<file path="config.mk">
export PLATFORM = sky130hd
export DESIGN_NAME = inst_fetch
export DESIGN_NICKNAME = d
export VERILOG_FILES = /design/src/rtl/inst_fetch_pkg.sv /design/src/rtl/inst_fetch_program_counter.sv /design/src/rtl/inst_fetch.sv
export SDC_FILE = /design/constraint.sdc
export NUM_CORES = 1
export LEC_CHECK = 0
export ABC_AREA = 0
export CORE_UTILIZATION = 40
export DETAILED_ROUTE_END_ITERATION = 10
export HOLD_SLACK_MARGIN = 0.15
export PLACE_DENSITY = 0.77
export SETUP_SLACK_MARGIN = 0.05
export SLEW_MARGIN = 20
export SYNTH_ARGS = -nofsm -noshare
export SYNTH_HDL_FRONTEND = slang
export SYNTH_SLANG_ARGS = --single-unit
</file>
<file path="constraint.sdc">
create_clock -name clk -period 1.9 [get_ports clk]
set_input_delay 0.38 -clock clk [delete_from_list [all_inputs] [get_ports clk]]
set_output_delay 0.38 -clock clk [all_outputs]
set_load 0.02 [all_outputs]
</file>
<file path="src/rtl/inst_fetch_pkg.sv">
// Shared definitions for the Yu Core instruction fetch stage: datapath
// defaults, base opcode constants and the program-counter update selector.
package inst_fetch_pkg;

  localparam int unsigned DEFAULT_XLEN     = 32;
  localparam logic [31:0] DEFAULT_RESET_PC = 32'h0000_0000;

  // Base opcodes as presented on instruction[6:0] to the decode stage.
  localparam logic [6:0] OPC_LOAD   = 7'h03;
  localparam logic [6:0] OPC_OP_IMM = 7'h13;
  localparam logic [6:0] OPC_AUIPC  = 7'h17;
  localparam logic [6:0] OPC_STORE  = 7'h23;
  localparam logic [6:0] OPC_OP     = 7'h33;
  localparam logic [6:0] OPC_LUI    = 7'h37;
  localparam logic [6:0] OPC_BRANCH = 7'h63;
  localparam logic [6:0] OPC_JALR   = 7'h67;
  localparam logic [6:0] OPC_JAL    = 7'h6F;
  localparam logic [6:0] OPC_SYSTEM = 7'h73;

  // How the program counter moves on the next edge.
  typedef enum logic [1:0] {
    PC_HOLD     = 2'd0,
    PC_INC      = 2'd1,
    PC_REDIRECT = 2'd2
  } pc_sel_e;

  // A fetch target must be word aligned; any set low bit is a fault.
  function automatic logic word_misaligned(input logic [1:0] low_bits);
    return |low_bits;
  endfunction

endpackage

</file>
<file path="src/rtl/inst_fetch_program_counter.sv">
// Program counter for the fetch stage: holds pc, increments by one word
// (wrapping modulo 2^XLEN), loads redirect targets and flags misaligned
// redirect targets.
module inst_fetch_program_counter
  import inst_fetch_pkg::*;
#(
  parameter int unsigned      XLEN     = DEFAULT_XLEN,
  parameter logic [XLEN-1:0]  RESET_PC = '0
) (
  input  logic            clk,
  input  logic            rst,
  input  pc_sel_e         sel_i,
  input  logic [XLEN-1:0] redirect_pc_i,
  output logic [XLEN-1:0] pc_o,
  output logic [XLEN-1:0] pc_plus4_o,
  output logic            misaligned_o
);

  logic [XLEN-1:0] pc_q;
  logic [XLEN-1:0] pc_d;

  // Sequential word increment; the carry out of the top bit is dropped so
  // the last word of the address space wraps to zero.
  assign pc_plus4_o   = pc_q + XLEN'(4);
  assign misaligned_o = word_misaligned(redirect_pc_i[1:0]);
  assign pc_o         = pc_q;

  // Select the next pc: redirect beats increment, otherwise hold.
  always_comb begin
    // NOTE: default assignment first so every path drives pc_d and no latch is inferred.
    pc_d = pc_q;
    unique case (sel_i)
      PC_INC:      pc_d = pc_plus4_o;
      PC_REDIRECT: pc_d = redirect_pc_i;
      default:     pc_d = pc_q;
    endcase
  end

  // pc register with synchronous reset to the boot address.
  always_ff @(posedge clk) begin
    // NOTE: non-blocking assignments for state so every register samples pre-edge values.
    if (rst) pc_q <= RESET_PC;
    else     pc_q <= pc_d;
  end

endmodule

</file>
<file path="src/rtl/inst_fetch.sv">
// Instruction fetch stage: issues one word-aligned request at a time over a
// valid/ready handshake, captures the returned word into the instruction
// register, and handles redirects at any point including killing a response
// that is still in flight. Misaligned redirect targets produce a fault token
// instead of a memory access.
module inst_fetch
  import inst_fetch_pkg::*;
#(
  parameter int unsigned      XLEN     = DEFAULT_XLEN,
  parameter logic [XLEN-1:0]  RESET_PC = DEFAULT_RESET_PC[XLEN-1:0]
) (
  input  logic            clk,
  input  logic            rst,
  output logic            imem_req_valid,
  input  logic            imem_req_ready,
  output logic [XLEN-1:0] imem_addr,
  input  logic            imem_rsp_valid,
  input  logic [XLEN-1:0] imem_rsp_data,
  input  logic            redirect_valid,
  input  logic [XLEN-1:0] redirect_pc,
  output logic            inst_valid,
  input  logic            inst_ready,
  output logic [XLEN-1:0] instruction,
  output logic [XLEN-1:0] inst_pc,
  output logic [6:0]      opcode,
  output logic [XLEN-8:0] imm,
  output logic            inst_misaligned
);

  typedef enum logic [1:0] {
    S_IDLE = 2'd0,
    S_REQ  = 2'd1,
    S_WAIT = 2'd2,
    S_HOLD = 2'd3
  } state_e;

  state_e          state_q;
  logic            kill_q, kill_d;     // a response is owed but must be dropped
  logic            parked_q;           // IDLE waits for a redirect after a fault
  logic            req_valid_q;
  logic            inst_valid_q;
  logic            misaligned_q;
  logic [XLEN-1:0] instr_q;
  logic [XLEN-1:0] inst_pc_q;

  logic [XLEN-1:0] pc;
  logic [XLEN-1:0] pc_plus4;
  logic            target_misaligned;
  pc_sel_e         pc_sel;
  logic            accept;
  logic            consume;
  logic            fault_redirect;

  assign accept         = req_valid_q && imem_req_ready;
  assign consume        = (state_q == S_HOLD) && inst_ready;
  assign fault_redirect = redirect_valid && target_misaligned;

  // A normal word is consumed: step to the next sequential word. A consumed
  // fault token leaves pc alone; a redirect always wins over the increment.
  always_comb begin
    pc_sel = PC_HOLD;
    if (redirect_valid)               pc_sel = PC_REDIRECT;
    else if (consume && !misaligned_q) pc_sel = PC_INC;
  end

  inst_fetch_program_counter #(
    .XLEN     (XLEN),
    .RESET_PC (RESET_PC)
  ) u_pc (
    .clk           (clk),
    .rst           (rst),
    .sel_i         (pc_sel),
    .redirect_pc_i (redirect_pc),
    .pc_o          (pc),
    .pc_plus4_o    (pc_plus4),
    .misaligned_o  (target_misaligned)
  );

  // Track an abandoned request: it is set when a redirect leaves an accepted
  // request without its response, and cleared when that response shows up.
  always_comb begin
    kill_d = kill_q;
    if (kill_q && imem_rsp_valid) kill_d = 1'b0;
    if (redirect_valid) begin
      if ((state_q == S_REQ) && accept)                kill_d = 1'b1;
      else if ((state_q == S_WAIT) && !imem_rsp_valid) kill_d = 1'b1;
    end
  end

  // Fetch FSM with registered request and instruction-register outputs.
  always_ff @(posedge clk) begin
    if (rst) begin
      state_q      <= S_IDLE;
      kill_q       <= 1'b0;
      parked_q     <= 1'b0;
      req_valid_q  <= 1'b0;
      inst_valid_q <= 1'b0;
      misaligned_q <= 1'b0;
      instr_q      <= '0;
      inst_pc_q    <= '0;
    end else begin
      kill_q <= kill_d;
      if (fault_redirect) begin
        // Misaligned target: present a fault token, never touch memory.
        state_q      <= S_HOLD;
        parked_q     <= 1'b0;
        req_valid_q  <= 1'b0;
        inst_valid_q <= 1'b1;
        misaligned_q <= 1'b1;
        instr_q      <= '0;
        inst_pc_q    <= redirect_pc;
      end else begin
        unique case (state_q)
          S_IDLE: begin
            if (redirect_valid || !parked_q) begin
              state_q     <= S_REQ;
              parked_q    <= 1'b0;
              req_valid_q <= !kill_d;
            end
          end
          S_REQ: begin
            if (accept) begin
              state_q     <= S_WAIT;
              req_valid_q <= 1'b0;
            end else begin
              // Request is held back only while a killed response drains.
              req_valid_q <= !kill_d;
            end
          end
          S_WAIT: begin
            if (imem_rsp_valid) begin
              if (kill_q || redirect_valid) begin
                state_q     <= S_REQ;
                req_valid_q <= 1'b1;
              end else begin
                state_q      <= S_HOLD;
                inst_valid_q <= 1'b1;
                misaligned_q <= 1'b0;
                instr_q      <= imem_rsp_data;
                inst_pc_q    <= pc;
              end
            end
          end
          S_HOLD: begin
            if (redirect_valid) begin
              state_q      <= S_REQ;
              inst_valid_q <= 1'b0;
              misaligned_q <= 1'b0;
              req_valid_q  <= !kill_d;
            end else if (inst_ready) begin
              inst_valid_q <= 1'b0;
              misaligned_q <= 1'b0;
              if (misaligned_q) begin
                state_q  <= S_IDLE;
                parked_q <= 1'b1;
              end else begin
                state_q     <= S_REQ;
                req_valid_q <= !kill_d;
              end
            end
          end
          default: state_q <= S_IDLE;
        endcase
      end
    end
  end

  assign imem_req_valid  = req_valid_q;
  assign imem_addr       = pc & ~XLEN'(3);
  assign inst_valid      = inst_valid_q;
  assign inst_misaligned = misaligned_q;
  assign instruction     = instr_q;
  assign inst_pc         = inst_pc_q;
  assign opcode          = instr_q[6:0];
  assign imm             = instr_q[XLEN-1:7];

  // The incremented pc is only consumed inside the counter; fold it into a
  // reduction so the full vector stays referenced.
  logic pc_plus4_unused;
  assign pc_plus4_unused = ^pc_plus4;

endmodule

</file>
== Word level (Yosys, flattened, before mapping) ==
Cells that the tools add are included.

* Input port bits: 70
* Word-level logic and storage cells: 100
* Register bits after elaboration: 103

* Eq/ne operators: 19
* Add/sub/neg operators: 1
* Bitwise logic cells: 1
* Muxes and demuxes: 43
* Reduce and logical (&&, ||, !) cells: 27

{| class="wikitable"
|+ Operators by type and width
! operator !! number
|-
| 32-bit two-way mux || 4
|-
| 32-bit one-hot mux with 2 select lines || 1
|-
| 32-bit by 3-bit adder with 32-bit output (second input constant) || 1
|-
| 1-bit two-way mux || 25
|-
| 3-bit != test (second input constant) || 6
|-
| 2-bit two-way mux || 8
|-
| 2-bit != test (second input constant) || 6
|-
| 5-bit AND reduction || 2
|-
| 2-bit one-hot mux with 4 select lines || 1
|-
| 4-bit AND reduction || 2
|-
| 2-bit nonzero test || 4
|-
| 1-bit logical AND || 7
|-
| 2-bit == test (second input constant) || 3
|-
| 1-bit one-hot mux with 2 select lines || 3
|-
| 3-bit AND reduction || 2
|-
| 2-bit by 1-bit == test with 1-bit output (second input constant) || 2
|-
| 1-bit zero test || 4
|-
| 4-bit != test (second input constant) || 1
|-
| 1-bit one-hot mux with 4 select lines || 1
|-
| 2-bit OR reduction || 2
|-
| 3-bit nonzero test || 1
|-
| 2-bit zero test || 1
|-
| 1-bit logical OR || 2
|-
| 2-bit by 1-bit != test with 1-bit output (second input constant) || 1
|-
| 1-bit inverter || 1
|}

== Longest topological paths before layout ==
* Depth after elaboration: 10
* Depth in mapped cells: 8

== By module ==
Synthesis repeated with hierarchy kept, for this count alone.

* Cells, all modules: 734
* Area, all modules: 5,864.4 µm²

{| class="wikitable"
|+ Modules (own cells, without submodules)
! module !! times used !! cells each !! area an instance (µm²)
|-
| inst_fetch || 1 || 414 || 3,459.6
|-
| inst_fetch_program_counter || 1 || 320 || 2,404.8
|}

== Worst setup path after synthesis ==
No wires, ideal clock.

* Path type: flip-flop to flip-flop
* Start: register state_q[1]
* End: register u_pc.pc_q[23] (netlist: u_pc.pc_o[23])
* Stages on the path, launching flop included: 7
* Library setup time: 91 ps
* Path buffers: 1
* Data arrival time: 1,968 ps
* Required time: 1,809 ps
* Period minus slack after synthesis: 2,059 ps
* Path slack: -159 ps
* Path through: dfxtp_1 > ha_1 > nand4b_4 > or4_1 > buf_2 > or3_1 > a311oi_1

* Cells in the longest elaborated chain, start to end: 7
* Elaborated cells on any way between the ends: 9

{| class="wikitable"
|+ RTL lines
! element !! line !! text
|-
| start: declaration || inst_fetch.sv:37 || <nowiki>state_e state_q;</nowiki>
|-
| start signal: assignment || inst_fetch.sv:93 || <nowiki>state_q <= S_IDLE;</nowiki>
|-
| start signal: assignment || inst_fetch.sv:105 || <nowiki>state_q <= S_HOLD;</nowiki>
|-
| start signal: assignment || inst_fetch.sv:116 || <nowiki>state_q <= S_REQ;</nowiki>
|-
| 2-bit == test (*) || inst_fetch.sv:55 || <nowiki>assign consume = (state_q == S_HOLD) && inst_ready;</nowiki>
|-
| 1-bit logical AND (*) || inst_fetch.sv:55 ||
|-
| 1-bit logical AND (*) || inst_fetch.sv:63 || <nowiki>else if (consume && !misaligned_q) pc_sel = PC_INC;</nowiki>
|-
| 1-bit two-way mux (*) || inst_fetch.sv:63 ||
|-
| 2-bit two-way mux (*) || inst_fetch.sv:62 || <nowiki>if (redirect_valid) pc_sel = PC_REDIRECT;</nowiki>
|-
| 2-bit == test or 2-bit by 1-bit == test with 1-bit output (tied branches) || inst_fetch_program_counter.sv:32 || <nowiki>unique case (sel_i)</nowiki>
|-
| 32-bit one-hot mux with 2 select lines or 2-bit nonzero test (tied branches) || -- ||
|-
| end signal: assignment || inst_fetch_program_counter.sv:43 || <nowiki>else pc_q <= pc_d;</nowiki>
|-
| end: declaration || inst_fetch_program_counter.sv:19 || <nowiki>logic [XLEN-1:0] pc_q;</nowiki>
|}

Mark *: on every way between the ends. The rest lies on a longest branch, timed or not.
A chain may end at the register's enable or synchronous reset.

== Worst setup path after layout ==
* Start: register u_pc.pc_q[3] (netlist: u_pc.pc_o[3])
* End: register u_pc.pc_q[22] (netlist: u_pc.pc_o[22])

* Cells in the longest elaborated chain, start to end: 2

{| class="wikitable"
|+ RTL lines
! element !! line !! text
|-
| 32-bit by 3-bit adder with 32-bit output || inst_fetch_program_counter.sv:24 || <nowiki>assign pc_plus4_o = pc_q + XLEN'(4);</nowiki>
|-
| 32-bit one-hot mux with 2 select lines || inst_fetch_program_counter.sv:32 ||
|}

No other way between the ends.

==> results.json <==
{
  "outcome": "complete, no violations",
  "diodes": 0,
  "critical_path_class": "flop to flop",
  "ir_worst_vdd_uv": 366,
  "nNetsFinal": 907,
  "grt_usage_pct": 22.8,
  "yosysTopAreaCell": "dfxtp_1",
  "numCtsBuffers": 9,
  "syn_area_sq_um": 5220,
  "period_share_pct": 98.6,
  "placedCellCount": 984,
  "rows": 41,
  "die_h_microns": 116,
  "routedWlPerCell_microns": 16.2,
  "first_pass_iters": 5,
  "fin_cells": 1007,
  "clock-root-buffer": "clkbuf_16",
  "htree_levels": 3,
  "post_dp_cell_area_sq_um": 7430,
  "fin_area_sq_um": 7990,
  "synth_common_cells": "153 x nand2_1, 103 x dfxtp_1, 70 x nor2_1, 64 x buf_4, 51 x a21oi_1",
  "power_density_nw_per_um2": 707,
  "async_reset_ff_share_pct": 0,
  "avgSynthCellArea_sq_um": 7.92,
  "p_leak_nw": 3.28,
  "synthDominantCellAreaShare_pct": 39.5,
  "finalMaxSlewViolations": 0,
  "setup_viol": 0,
  "synthFlopType": "dfxtp_1",
  "totalPowerFinal_mw": 5.65,
  "io_pins": 201,
  "synth_seq_area_share_pct": 39.5,
  "finalHoldViolCount": 0,
  "fillers": 1050,
  "synth_edf_count": 0,
  "syn_inst": 659,
  "grt_pass1_vias": 4887,
  "drc": 0,
  "cts_tree": "yes",
  "synthTopCellsByArea": "dfxtp_1 39%, nand2_1 11%, buf_4 9.2%",
  "antenna_found_initial": 0,
  "min_path_type": "flop to flop",
  "cp-end-kind": "flop",
  "synth_cell_type_count": 49,
  "hold_ws_ps": 471,
  "max-slew-margin-rel_pct": 63.7,
  "synth_adder_area_share_pct": 1.44,
  "dp_hpwl_mm": 11.4,
  "holdBufCountCts": 0,
  "numPortBuffers": 198,
  "synth_top_family_by_area": "simple AND/OR/NAND/NOR gates",
  "cts_buffer_depth": 2,
  "final_antenna_net_count": 0,
  "yosysMostFrequentCell": "nand2_1",
  "clock_sinks": 103,
  "die_width_microns": 116,
  "place.gp.congestion": 0.829,
  "synth-xor-area-share_pct": 4.53,
  "crit_path_start_kind": "flop",
  "coreArea_sq_um": 12700,
  "cap_violations": 0,
  "grt_setup_unrepaired": "true",
  "clock_latency_ps": 360,
  "critPathRequiredTime_ps": 2130,
  "grt_pass1_wl_mm": 24.2,
  "cp.arrival_ps": 2100,
  "wl_mm": 16.3,
  "yosys-mux-area-fraction_pct": 1.20,
  "initialDrtViolationCount": 293,
  "start_util_pct": 41.2,
  "drive_gt1_share_pct": 16.5,
  "syn2layout_area_growth_pct": 53.0,
  "setup_ws_ps": 26.4,
  "cp_max_fo": 8,
  "tightest_slew_ps": 545,
  "grt_max_degree": 50,
  "place_worst_setup_slack_ps": -434,
  "cts.clk_slew.worst_paths_ps": 70,
  "synth_warnings": 0,
  "grt-ovfl-total": 0,
  "clock.fmax_mhz": 534,
  "finalCriticalPeriod_ps": 1870,
  "yosys.area_share.simple_pct": 24.5,
  "dr_total_vias": 5279,
  "fin_skew_ps": 5.63,
  "synth-seq-cells": 103,
  "synth_compound_area_share_pct": 15.5,
  "vias_per_cell": 5.24,
  "dieArea_sq_um": 13500
}
==> report_power, final <==
| group | total (mW) | internal (mW) | leakage (nW) | switching [mW] |
|---|---|---|---|---|
| registers | 2.41 | 2.30 | 0.851 | 0.106 |
| logic | 1.49 | 0.730 | 2.30 | 0.759 |
| clock network | 1.75 | 0.889 | 0.129 | 0.860 |
| total | 5.65 | 3.92 | 3.28 | 1.73 |
==> routing by layer <==
metal	global-route usage (%)	part of all wire, %	vias up
li1	-	-	2529
met2	39.1	50	191
met1	28.1	42	2527
met3	4.67	5.4	32
met4	8.80	2.5	0
met5	0	0	-
==> final timing paths <==
path                    from               to  slack, ps  depth (start not counted)
min          instruction[10]  instruction[10]        470                          2
min reg2reg  instruction[10]  instruction[10]        470                          2
max             u_pc.pc_o[3]    u_pc.pc_o[22]         30                          7
max reg2reg     u_pc.pc_o[3]    u_pc.pc_o[22]         30                          7
==> cells by family after synthesis <==
kind of cell | count (synthesis)
compound gates | 118
xor+xnor | 27
fa+ha+maj | 6
buf+inv | 118
flops | 103
mux | 6
other cells | 1
simple gates | 280
==> cell type report <==
type,instances,area (sq um),share of cell area [%]
timing repair buffer,267,2710,34.0
multi-input combinational,439,2670,33.4
sequential,103,2080,26.1
clock buffer,9,225,2.82
tap,172,215,2.69
clock inverter,6,43.8,0.548
inverter,11,41.3,0.517
==> flip-flops by register name, summed over array words and instances, names as in the netlist <==
| name | count |
|---|---|
| kill_q | 1 |
| instruction | 32 |
| inst_valid | 1 |
| state_q | 2 |
| inst_pc | 32 |
| imem_req_valid | 1 |
| u_pc.pc_o | 32 |
| inst_misaligned | 1 |
| parked_q | 1 |
==> metrics by stage <==
step	utilization [%]	setup TNS [ps]
floorplan	-	0
global placement	58.6	-9980
detailed placement	58.6	-11170
CTS	61.0	0
global route	63.1	-536
finish	63.1	0
==> layout by cell type (no fill, tap or decap), types with 3 or more instances in the layout <==
cell type	Yosys	routed
a211oi_1	17	14
a211oi_2	3	6
a21oi_1	51	50
a311oi_1	34	33
and4_1	3	3
buf_12	0	10
buf_4	64	52
buf_6	1	5
clkbuf_16	0	11
clkdlybuf4s50_1	0	169
dfxtp_1	103	93
dfxtp_2	0	6
dfxtp_4	0	4
dlygate4sd2_1	0	8
dlymetal6s2s_1	0	20
ha_4	0	3
inv_1	10	10
mux2i_1	4	4
nand2_1	153	151
nand2b_1	4	4
nand3_1	11	10
nand4_1	6	6
nor2_1	70	70
nor3_1	7	5
nor3_2	3	3
nor4_1	4	3
nor4_4	1	5
o21ai_0	5	4
xnor2_1	15	13
xor2_1	12	12
==> critical path, stage by stage, from the launching register on <==
cell and delay (ps):
dfxtp_4 360, ha_4 150, nand2_4 60, or4_4 490, buf_12 170, and4bb_2 320, xnor2_2 130, a211oi_2 80
==> repair_timing <==
item / 4_1_cts / 5_1_grt
resized for setup: 16 / 44
gates cloned: 0 / 3
endpoints found under the hold margin: 0 / 0
pin swaps: 12 / 13
endpoints found under the setup margin: 18 / 90
buffers inserted: 1 / 4
(Power assumes the default switching activity.)
